`src/rtl/seg14_pkg.sv`:
```
// Shared definitions for the 14-segment scan decoder: sizing default,
// glyph table, glyph decode function and the scan-tracking FSM states.
package seg14_pkg;

   localparam int DIGITS_DEFAULT = 12;

   // Segment patterns, bit 13 = segment a ... bit 0 = last diagonal
   localparam logic [13:0] GLYPH_A     = 14'b11101111000000;
   localparam logic [13:0] GLYPH_E     = 14'b10011110000000;
   localparam logic [13:0] GLYPH_G     = 14'b10111101000000;
   localparam logic [13:0] GLYPH_L     = 14'b00011100000000;
   localparam logic [13:0] GLYPH_M     = 14'b01101100101000;
   localparam logic [13:0] GLYPH_N     = 14'b01101100100100;
   localparam logic [13:0] GLYPH_P     = 14'b11001111000000;
   localparam logic [13:0] GLYPH_SPACE = 14'b00000000000000;

   localparam logic [7:0] ASCII_A     = 8'h41;
   localparam logic [7:0] ASCII_E     = 8'h45;
   localparam logic [7:0] ASCII_G     = 8'h47;
   localparam logic [7:0] ASCII_L     = 8'h4C;
   localparam logic [7:0] ASCII_M     = 8'h4D;
   localparam logic [7:0] ASCII_N     = 8'h4E;
   localparam logic [7:0] ASCII_P     = 8'h50;
   localparam logic [7:0] ASCII_SPACE = 8'h20;
   localparam logic [7:0] ASCII_UNK   = 8'h3F;

   typedef enum logic {
      HUNT  = 1'b0,
      TRACK = 1'b1
   } seg14_state_e;

   // Returns {unknown, ascii}; unknown patterns map to '?'
   function automatic logic [8:0] glyph_to_ascii(input logic [13:0] segm);
      logic [8:0] r;
      case (segm)
         GLYPH_A:     r = {1'b0, ASCII_A};
         GLYPH_E:     r = {1'b0, ASCII_E};
         GLYPH_G:     r = {1'b0, ASCII_G};
         GLYPH_L:     r = {1'b0, ASCII_L};
         GLYPH_M:     r = {1'b0, ASCII_M};
         GLYPH_N:     r = {1'b0, ASCII_N};
         GLYPH_P:     r = {1'b0, ASCII_P};
         GLYPH_SPACE: r = {1'b0, ASCII_SPACE};
         default:     r = {1'b1, ASCII_UNK};
      endcase
      return r;
   endfunction

endpackage

```
`src/rtl/seg14_char_fifo.sv`:
```
// Small synchronous FIFO for decoded {position, ascii} entries.
// A push while full is only taken if a pop happens on the same edge.
module seg14_char_fifo #(
   parameter int WIDTH = 12,
   parameter int DEPTH = 4
) (
   input  logic             clk,
   input  logic             rst_n,
   input  logic             push,
   input  logic [WIDTH-1:0] push_data,
   input  logic             pop,
   output logic [WIDTH-1:0] head_data,
   output logic             full,
   output logic             empty
);

   localparam int AW = $clog2(DEPTH);

   logic [AW:0]      wr_ptr;
   logic [AW:0]      rd_ptr;
   logic [WIDTH-1:0] mem [DEPTH];
   logic             do_wr;
   logic             do_rd;

   assign empty     = (wr_ptr == rd_ptr);
   assign full      = (wr_ptr[AW] != rd_ptr[AW]) &&
                      (wr_ptr[AW-1:0] == rd_ptr[AW-1:0]);
   assign do_wr     = push && (!full || pop);
   assign do_rd     = pop && !empty;
   assign head_data = mem[rd_ptr[AW-1:0]];

   // Storage and pointers; storage is cleared so the head reads 0 after reset
   always_ff @(posedge clk or negedge rst_n) begin
      if (!rst_n) begin
         wr_ptr <= '0;
         rd_ptr <= '0;
         for (int i = 0; i < DEPTH; i++) begin
            mem[i] <= '0;
         end
      end else begin
         if (do_wr) begin
            mem[wr_ptr[AW-1:0]] <= push_data;
            wr_ptr              <= wr_ptr + (AW+1)'(1);
         end
         if (do_rd) begin
            rd_ptr <= rd_ptr + (AW+1)'(1);
         end
      end
   end

endmodule

```
`src/rtl/seg14_scan_decoder.sv`:
```
// Monitor/decoder for the multiplexed 14-segment display bus. Samples the
// bus, tracks the digit scan order, decodes glyphs to ASCII and queues
// (position, character) pairs for a consumer.
//
// Output handshake: char_valid is high whenever the FIFO holds an entry and
// char_data/char_pos show that entry; the entry is consumed on every clock
// edge where char_valid && char_ready. char_valid does not depend on
// char_ready, and the head does not change until it is consumed.
module seg14_scan_decoder
   import seg14_pkg::*;
#(
   parameter int DIGITS     = DIGITS_DEFAULT,
   parameter int FIFO_DEPTH = 4
) (
   input  logic              clk,
   input  logic              rst_n,
   input  logic [DIGITS-1:0] sel_in,
   input  logic [13:0]       segm_in,
   input  logic              char_ready,
   output logic              char_valid,
   output logic [7:0]        char_data,
   output logic [3:0]        char_pos,
   output logic              frame_done,
   output logic              err_sel,
   output logic              err_glyph,
   output logic              err_ovf
);

   // Sample stage
   logic [DIGITS-1:0] s_sel;
   logic [DIGITS-1:0] p_sel;
   logic [13:0]       s_segm;

   // Scan tracking (state_q is the FSM state for checkers to bind to)
   seg14_state_e state_q, state_d;
   logic [3:0]   exp_idx_q, exp_idx_d;

   logic        dig_event;
   logic        s_onehot;
   logic [3:0]  s_idx;
   logic [8:0]  glyph;
   logic        accept;
   logic        err_sel_d;
   logic        frame_done_d;

   logic        fifo_full;
   logic        fifo_empty;
   logic        fifo_pop;
   logic [11:0] fifo_head;

   // Register the bus and keep the previous select for change detection
   always_ff @(posedge clk or negedge rst_n) begin
      if (!rst_n) begin
         s_sel  <= '0;
         p_sel  <= '0;
         s_segm <= '0;
      end else begin
         s_sel  <= sel_in;
         p_sel  <= s_sel;
         s_segm <= segm_in;
      end
   end

   // A held select yields one event; an all-zero select is blanking
   assign dig_event = (s_sel != p_sel) && (s_sel != '0);
   assign s_onehot  = ((s_sel & (s_sel - DIGITS'(1))) == '0);
   assign glyph     = glyph_to_ascii(s_segm);

   // Encode the set bit of the sampled select into a digit index
   always_comb begin
      s_idx = '0;
      for (int i = 0; i < DIGITS; i++) begin
         if (s_sel[i]) begin
            s_idx = s_idx | 4'(i);
         end
      end
   end

   // Scan order FSM state and expected-index registers
   always_ff @(posedge clk or negedge rst_n) begin
      if (!rst_n) begin
         state_q   <= HUNT;
         exp_idx_q <= '0;
      end else begin
         state_q   <= state_d;
         exp_idx_q <= exp_idx_d;
      end
   end

   // Next state: accept in-order digits, resync on index 0, else fall to HUNT
   always_comb begin
      state_d      = state_q;
      exp_idx_d    = exp_idx_q;
      accept       = 1'b0;
      err_sel_d    = 1'b0;
      frame_done_d = 1'b0;
      if (dig_event) begin
         if (!s_onehot) begin
            err_sel_d = 1'b1;
            state_d   = HUNT;
            exp_idx_d = '0;
         end else begin
            case (state_q)
               HUNT: begin
                  if (s_idx == 4'd0) begin
                     accept    = 1'b1;
                     state_d   = TRACK;
                     exp_idx_d = 4'd1;
                  end
               end
               TRACK: begin
                  if (s_idx == exp_idx_q) begin
                     accept = 1'b1;
                     if (s_idx == 4'(DIGITS-1)) begin
                        frame_done_d = 1'b1;
                        exp_idx_d    = '0;
                     end else begin
                        exp_idx_d = exp_idx_q + 4'd1;
                     end
                  end else if (s_idx == 4'd0) begin
                     err_sel_d = 1'b1;
                     accept    = 1'b1;
                     exp_idx_d = 4'd1;
                  end else begin
                     err_sel_d = 1'b1;
                     state_d   = HUNT;
                     exp_idx_d = '0;
                  end
               end
               default: begin
                  state_d   = HUNT;
                  exp_idx_d = '0;
               end
            endcase
         end
      end
   end

   // Status pulses and the sticky overflow flag
   always_ff @(posedge clk or negedge rst_n) begin
      if (!rst_n) begin
         frame_done <= 1'b0;
         err_sel    <= 1'b0;
         err_glyph  <= 1'b0;
         err_ovf    <= 1'b0;
      end else begin
         frame_done <= frame_done_d;
         err_sel    <= err_sel_d;
         err_glyph  <= accept && glyph[8];
         if (accept && fifo_full && !fifo_pop) begin
            err_ovf <= 1'b1;
         end
      end
   end

   assign fifo_pop   = char_valid && char_ready;
   assign char_valid = !fifo_empty;
   assign char_pos   = fifo_head[11:8];
   assign char_data  = fifo_head[7:0];

   seg14_char_fifo #(
      .WIDTH (12),
      .DEPTH (FIFO_DEPTH)
   ) u_fifo (
      .clk       (clk),
      .rst_n     (rst_n),
      .push      (accept),
      .push_data ({s_idx, glyph[7:0]}),
      .pop       (fifo_pop),
      .head_data (fifo_head),
      .full      (fifo_full),
      .empty     (fifo_empty)
   );

endmodule

```
`config.mk`:
```
export PLATFORM = sky130hd
export DESIGN_NAME = seg14_scan_decoder
export DESIGN_NICKNAME = d
export VERILOG_FILES = /design/src/rtl/seg14_pkg.sv /design/src/rtl/seg14_char_fifo.sv /design/src/rtl/seg14_scan_decoder.sv
export SDC_FILE = /design/constraint.sdc
export NUM_CORES = 1
export LEC_CHECK = 0
export BUFFER_PORTS_ARGS = -buffer_cell sky130_fd_sc_hd__clkbuf_2
export CORE_ASPECT_RATIO = 1.2
export CORE_MARGIN = 5
export CORE_UTILIZATION = 58
export CTS_CLUSTER_DIAMETER = 100
export CTS_CLUSTER_SIZE = 20
export DETAILED_ROUTE_END_ITERATION = 16
export GPL_ROUTABILITY_DRIVEN = 1
export PLACE_DENSITY_LB_ADDON = 0.15
export SYNTH_ARGS = -nofsm -noshare
export SYNTH_HDL_FRONTEND = slang
export SYNTH_SLANG_ARGS = --single-unit
```
`constraint.sdc`:
```
create_clock -name clk -period 6.46 [get_ports clk]
set_clock_uncertainty 0.2 [all_clocks]
set_input_delay 1.292 -clock clk [delete_from_list [all_inputs] [get_ports clk]]
set_output_delay 1.292 -clock clk [all_outputs]
set_load 0.02 [all_outputs]
```
==> results of run 1 <==
==> critical path: stages, from the launching register on <==
cell	delay, ns
dfrtp_1	0.93
mux4_2	0.61
clkbuf_2	0.17
==> per-layer routing <==
layer,vias up,share of wire,track usage
met2,58,0.49,0.287
met1,1326,0.45,0.242
li1,1268,-,-
met4,0,0.022,0.0681
met5,-,0,0
met3,17,0.039,0.0382
==> synth_stat cells (all sizes together), types with 4 or more instances <==
library cell and instances:
dfrtp 97, mux2 47, xnor2 17, mux4 11
nand2 10, nor2 10, or3 9, nor3 8
inv 7, nand4 7, or2 7, buf 6
ha 6, nor4 6, or4 6, nand3 5
a21o 4, a21oi 4, o21ai 4, xor2 4
==> final cells by class <==
class | instances | area, µm²
clock inverter | 6 | 90.1
tap | 92 | 115
timing repair buffer | 45 | 230
fill | 598 | 2670
multi-input combinational | 204 | 1940
inverter | 7 | 26.3
clock buffer | 10 | 128
sequential | 97 | 2430
==> flip-flops by register name, indices dropped and copies added, names as in the netlist <==
signal	flops
err_ovf	1
s_segm	14
state_q	1
exp_idx_q	4
u_fifo.rd_ptr	3
err_sel	1
u_fifo.wr_ptr	3
err_glyph	1
p_sel	12
frame_done	1
u_fifo.mem	44
s_sel	12
==> cell families after synthesis <==
kind of cell	Yosys count	synth area share
AO/OA/AOI/OAI	31	0.0541
other	1	0.000836
multiplexers	58	0.198
AND/OR/NAND/NOR	86	0.119
buffers and inverters	16	0.0268
XOR/XNOR	21	0.0410
flip-flops	97	0.541
adder cells (fa/ha/maj)	7	0.0190
==> metrics by stage <==
step	total power, W	instance area [µm²]	hold slack [ns]
3_5_place_dp	0.000682	4730	0.244
3_3_place_gp	0.000681	4730	0.233
4_1_cts	0.00110	4950	0.265
2_1_floorplan	0.000656	4480	0.220
5_1_grt	0.00114	4950	0.288
6_report	0.00109	4950	0.264
==> final timing paths <==
check | cells after the start | slack (ns) | from | to
worst max register to register | 6 | 3.07 | s_sel[4]$_DFF_PN0_ | u_fifo.mem[0]$_DFFE_PN0P_
worst max-delay path | 2 | 2.90 | u_fifo.rd_ptr[0]$_DFFE_PN0P_ | char_data[1]
min in group asynchronous | 1 | 0.69 | rst_n | state_q$_DFFE_PN0P_
worst min register to register | 0 | 0.26 | s_sel[5]$_DFF_PN0_ | p_sel[5]$_DFF_PN0_
worst min-delay path | 0 | 0.26 | s_sel[5]$_DFF_PN0_ | p_sel[5]$_DFF_PN0_
max in group asynchronous | 2 | 4.25 | rst_n | u_fifo.mem[9]$_DFFE_PN0P_
==> where the power goes <==
group | internal (W) | leakage [nW] | switching, W | total (W)
Clock | 0.000220 | 0.107 | 0.000205 | 0.000424
Combinational | 0.0000162 | 0.930 | 0.0000222 | 0.0000384
Sequential | 0.000619 | 1.26 | 0.0000117 | 0.000630
==> impl_metrics.toml, run 1 <==
[outcome]
outcome = "finished, final reports clean"

[clocking]
clkLatencyLatePin_ns = 0.36
cts_tree = "built"
cts_resized = 0
cts_sinks = 97
path_clk_slew_ns = 0.10
numCtsBuffers = 9
htreeDepth = 3
clockRootBuffer = "clkbuf_8"
ctsHoldBuffers = 0
post-cts-setup-buffers = 0
ctsLongestPathBuffers = 2

[critical_path]
worst_setup_path_start_kind = "flop"
end_kind = "output pin"
path_max_fanout = 14
worst_ep_arrival_time_ns = 2.07
cp.required_ns = 4.97
crit_type = "flop to output pin"

[min_path]
worst_hold_path_type = "flop to flop"

[layout]
final_cells = 461
antennaDiodeCount = 0
drive_above_1_share = 0.369
area_growth_pct = 10.5
utilization = 0.650
final_common_cell = "dfrtp_1"
layout.nets = 399
final_cell_mix = "dfrtp_1, clkbuf_2, mux2_4"

[synth]
synth.top_cell.area_share = 0.541
async_reset_ff_frac = 1.00
ys.warnings.count = 0
ys_types = 54
synth_cells = 317
ys_ff_latch = 97
ys_top_cells_by_area = "dfrtp_1, mux2_4, mux4_2"
synth-edff-count = 0
syn_nets = 352
yosysTopAreaCell = "dfrtp_1"
synth_area_mm2 = 0.00448
ys.flop_type = "dfrtp_1"
ys_seq_area_frac = 0.541
syn_avg_cell_area_um2 = 14.1

[drt]
vias = 2669
drtIter0Drc = 85
via_per_inst = 5.79
drc_errors = 0
wl_um = 8090
wl_per_cell_um = 17.5
drtPass1Iterations = 4
drt.antenna.violating_nets = 0

[place]
io_buffers = 44
dp_hpwl_um = 5860
place_ws_ns = 3.06
place_congestion = 0.851
dp_cells = 445

[power]
p_leak_nw = 2.30
vdd_drop_max_mv = 0.205
power_density_mw_per_mm2 = 221

[timing]
relSlewSlack = 0.412
worstMarginPinSlew_ns = 0.882
fmax_ghz = 0.281
rsz0062_at_grt = "false"
setup_ws_ns = 2.90
finalSetupViolations = 0
min_period_ns = 3.56
final-hold-violation-count = 0
final_max_slew_viol_count = 0
period_share = 0.551
fin_setup_tns_ns = 0

[global_routing]
grt_pass1_wl_um = 13700
grt_max_degree = 60
gr-total-overflow = 0
grt_pass1_vias = 2803
track_usage = 0.180
antenna_found_initial = 0

[flow_run]
max-cap-violations = 0

[die]
start_util = 0.588
coreArea_mm2 = 0.00762
rows = 35
ios = 46
die_h_um = 106
die_x_um = 90.3
fp.dieArea_mm2 = 0.00959
(Power assumes the default switching activity.)
==> inputs of run 2 (changes only) <==
==> constraint.sdc (replaced) <==
create_clock -name clk -period 3.4 [get_ports clk]
set_clock_uncertainty 0.2 [all_clocks]
set_input_delay 0.68 -clock clk [delete_from_list [all_inputs] [get_ports clk]]
set_output_delay 0.68 -clock clk [all_outputs]
set_load 0.02 [all_outputs]
==> impl_metrics.toml, run 2 (synthesis gave the netlist of run 1 again) <==
[outcome]
outcome = "finished, final reports clean"

[critical_path]
slowest_stage = "or4_1"
path_depth = 6
crit_type = "flop to flop"
worst_setup_path_start_kind = "flop"
r2r_slack_ns = 0.30
rr_worst_depth = 6
end_kind = "flop"
cp.required_ns = 3.44
startpoint = "s_sel[1]$_DFF_PN0_"
r2r_start = "s_sel[1]$_DFF_PN0_"
regToRegEndpoint = "u_fifo.mem[0]$_DFFE_PN0P_"
path_max_fanout = 12
crit_path_max_incr_delay_ns = 0.62
worstPathCellList = "or4_1, or3_1, or3_4, a31oi_4, and4_4, mux2_2"
worstSetupEndpoint = "u_fifo.mem[0]$_DFFE_PN0P_"
path_delay_family = "simple AND/OR/NAND/NOR gates"
critPathBufInv = 0
worst_ep_arrival_time_ns = 3.14

[die]
die_h_um = 106
start_util = 0.588
fp.dieArea_mm2 = 0.00959
ios = 46
coreArea_mm2 = 0.00762
die_x_um = 90.3
rows = 35

[global_routing]
grt_pass1_vias = 2956
track_usage = 0.190
grt_pass1_wl_um = 14700
grt_max_degree = 48
antenna_found_initial = 0
gr-total-overflow = 0

[timing]
min_period_ns = 3.10
period_share = 0.913
finalSetupViolations = 0
final_max_slew_viol_count = 0
final-hold-violation-count = 0
fin_setup_tns_ns = 0
fmax_ghz = 0.322
worstMarginPinSlew_ns = 0.751
setup_ws_ns = 0.296
rsz0062_at_grt = "false"
whs_ns = 0.115
relSlewSlack = 0.495

[drt]
via_per_inst = 5.82
drtPass1Iterations = 4
vias = 2736
drc_errors = 0
drtIter0Drc = 108
wl_um = 8440
wl_per_cell_um = 17.9
drt.antenna.violating_nets = 0

[layout]
final_cell_mix = "dfrtp_1, clkbuf_2, mux2_4"
layout.nets = 408
final_common_cell = "dfrtp_1"
drive_above_1_share = 0.384
area_growth_pct = 11.4
final_cells = 470
largest_register = "u_fifo.mem"
top_regs = "u_fifo.mem x44, s_segm x14"
antennaDiodeCount = 0
largest_reg_flops = 44

[clocking]
clockRootBuffer = "clkbuf_8"
cts_tree = "built"
post-cts-setup-buffers = 0
path_clk_slew_ns = 0.09
cts_sinks = 97
numCtsBuffers = 9
ctsLongestPathBuffers = 2
clkLatencyLatePin_ns = 0.35
ctsHoldBuffers = 0
cts_resized = 0
htreeDepth = 3

[place]
place_congestion = 0.831
dp_hpwl_um = 6200
place_ws_ns = 0.309
io_buffers = 44
dp_cells = 454

[flow_run]
max-cap-violations = 0

[min_path]
worst_hold_path_type = "input pin to asynchronous set/reset pin"

[power]
power_density_mw_per_mm2 = 402
vdd_drop_max_mv = 0.427
p_leak_nw = 2.34
[run 2: cell types whose count changed in the layout (fill, tap and decap cells not counted)]
cell	delta
buf_4	+9
clkinv_4	+1
clkinv_2	+1
clkinvlp_4	-1
bufinv_16	-1
[run 2: worst min path at each step]
stage                             startpoint                   endpoint  slack [ns]  cells past startpoint
after floorplan                        rst_n        err_glyph$_DFF_PN0_        0.18                      0
after global placement    s_sel[5]$_DFF_PN0_         p_sel[5]$_DFF_PN0_        0.24                      0
after detailed placement  s_sel[5]$_DFF_PN0_         p_sel[5]$_DFF_PN0_        0.26                      0
after CTS                              rst_n  u_fifo.mem[8]$_DFFE_PN0P_        0.13                      1
after global routing                   rst_n  u_fifo.mem[8]$_DFFE_PN0P_        0.15                      1
final                                  rst_n  u_fifo.mem[8]$_DFFE_PN0P_        0.11                      1
[run 2: report_power, final]
part | leakage [nW] | total [W] | internal [W] | switching (W)
clock network | 0.101 | 0.000734 | 0.000343 | 0.000390
logic | 0.977 | 0.0000753 | 0.0000328 | 0.0000425
registers | 1.26 | 0.00120 | 0.00118 | 0.0000227
[run 2: layer usage]
metal,vias to the layer above,track usage,part of all wire
met4,0,0.0628,0.015
met3,17,0.0425,0.043
met1,1365,0.245,0.43
met2,72,0.319,0.51
li1,1282,-,-
met5,-,0,0
[run 2: final cells by class]
cell class	count	area, µm²
clock inverter	6	66.3
inverter	7	26.3
fill	596	2620
tap	92	115
timing repair buffer	54	298
clock buffer	10	128
multi-input combinational	204	1940
sequential	97	2430
[run 2: per-stage QoR]
| stage | power, W | util | cell area (µm²) |
|---|---|---|---|
| 2_1_floorplan | 0.00125 | - | 4480 |
| 3_3_place_gp | 0.00130 | 0.630 | 4800 |
| 3_5_place_dp | 0.00130 | 0.630 | 4800 |
| 4_1_cts | 0.00203 | 0.656 | 5000 |
| 5_1_grt | 0.00209 | 0.656 | 5000 |
| 6_report | 0.00201 | 0.656 | 5000 |
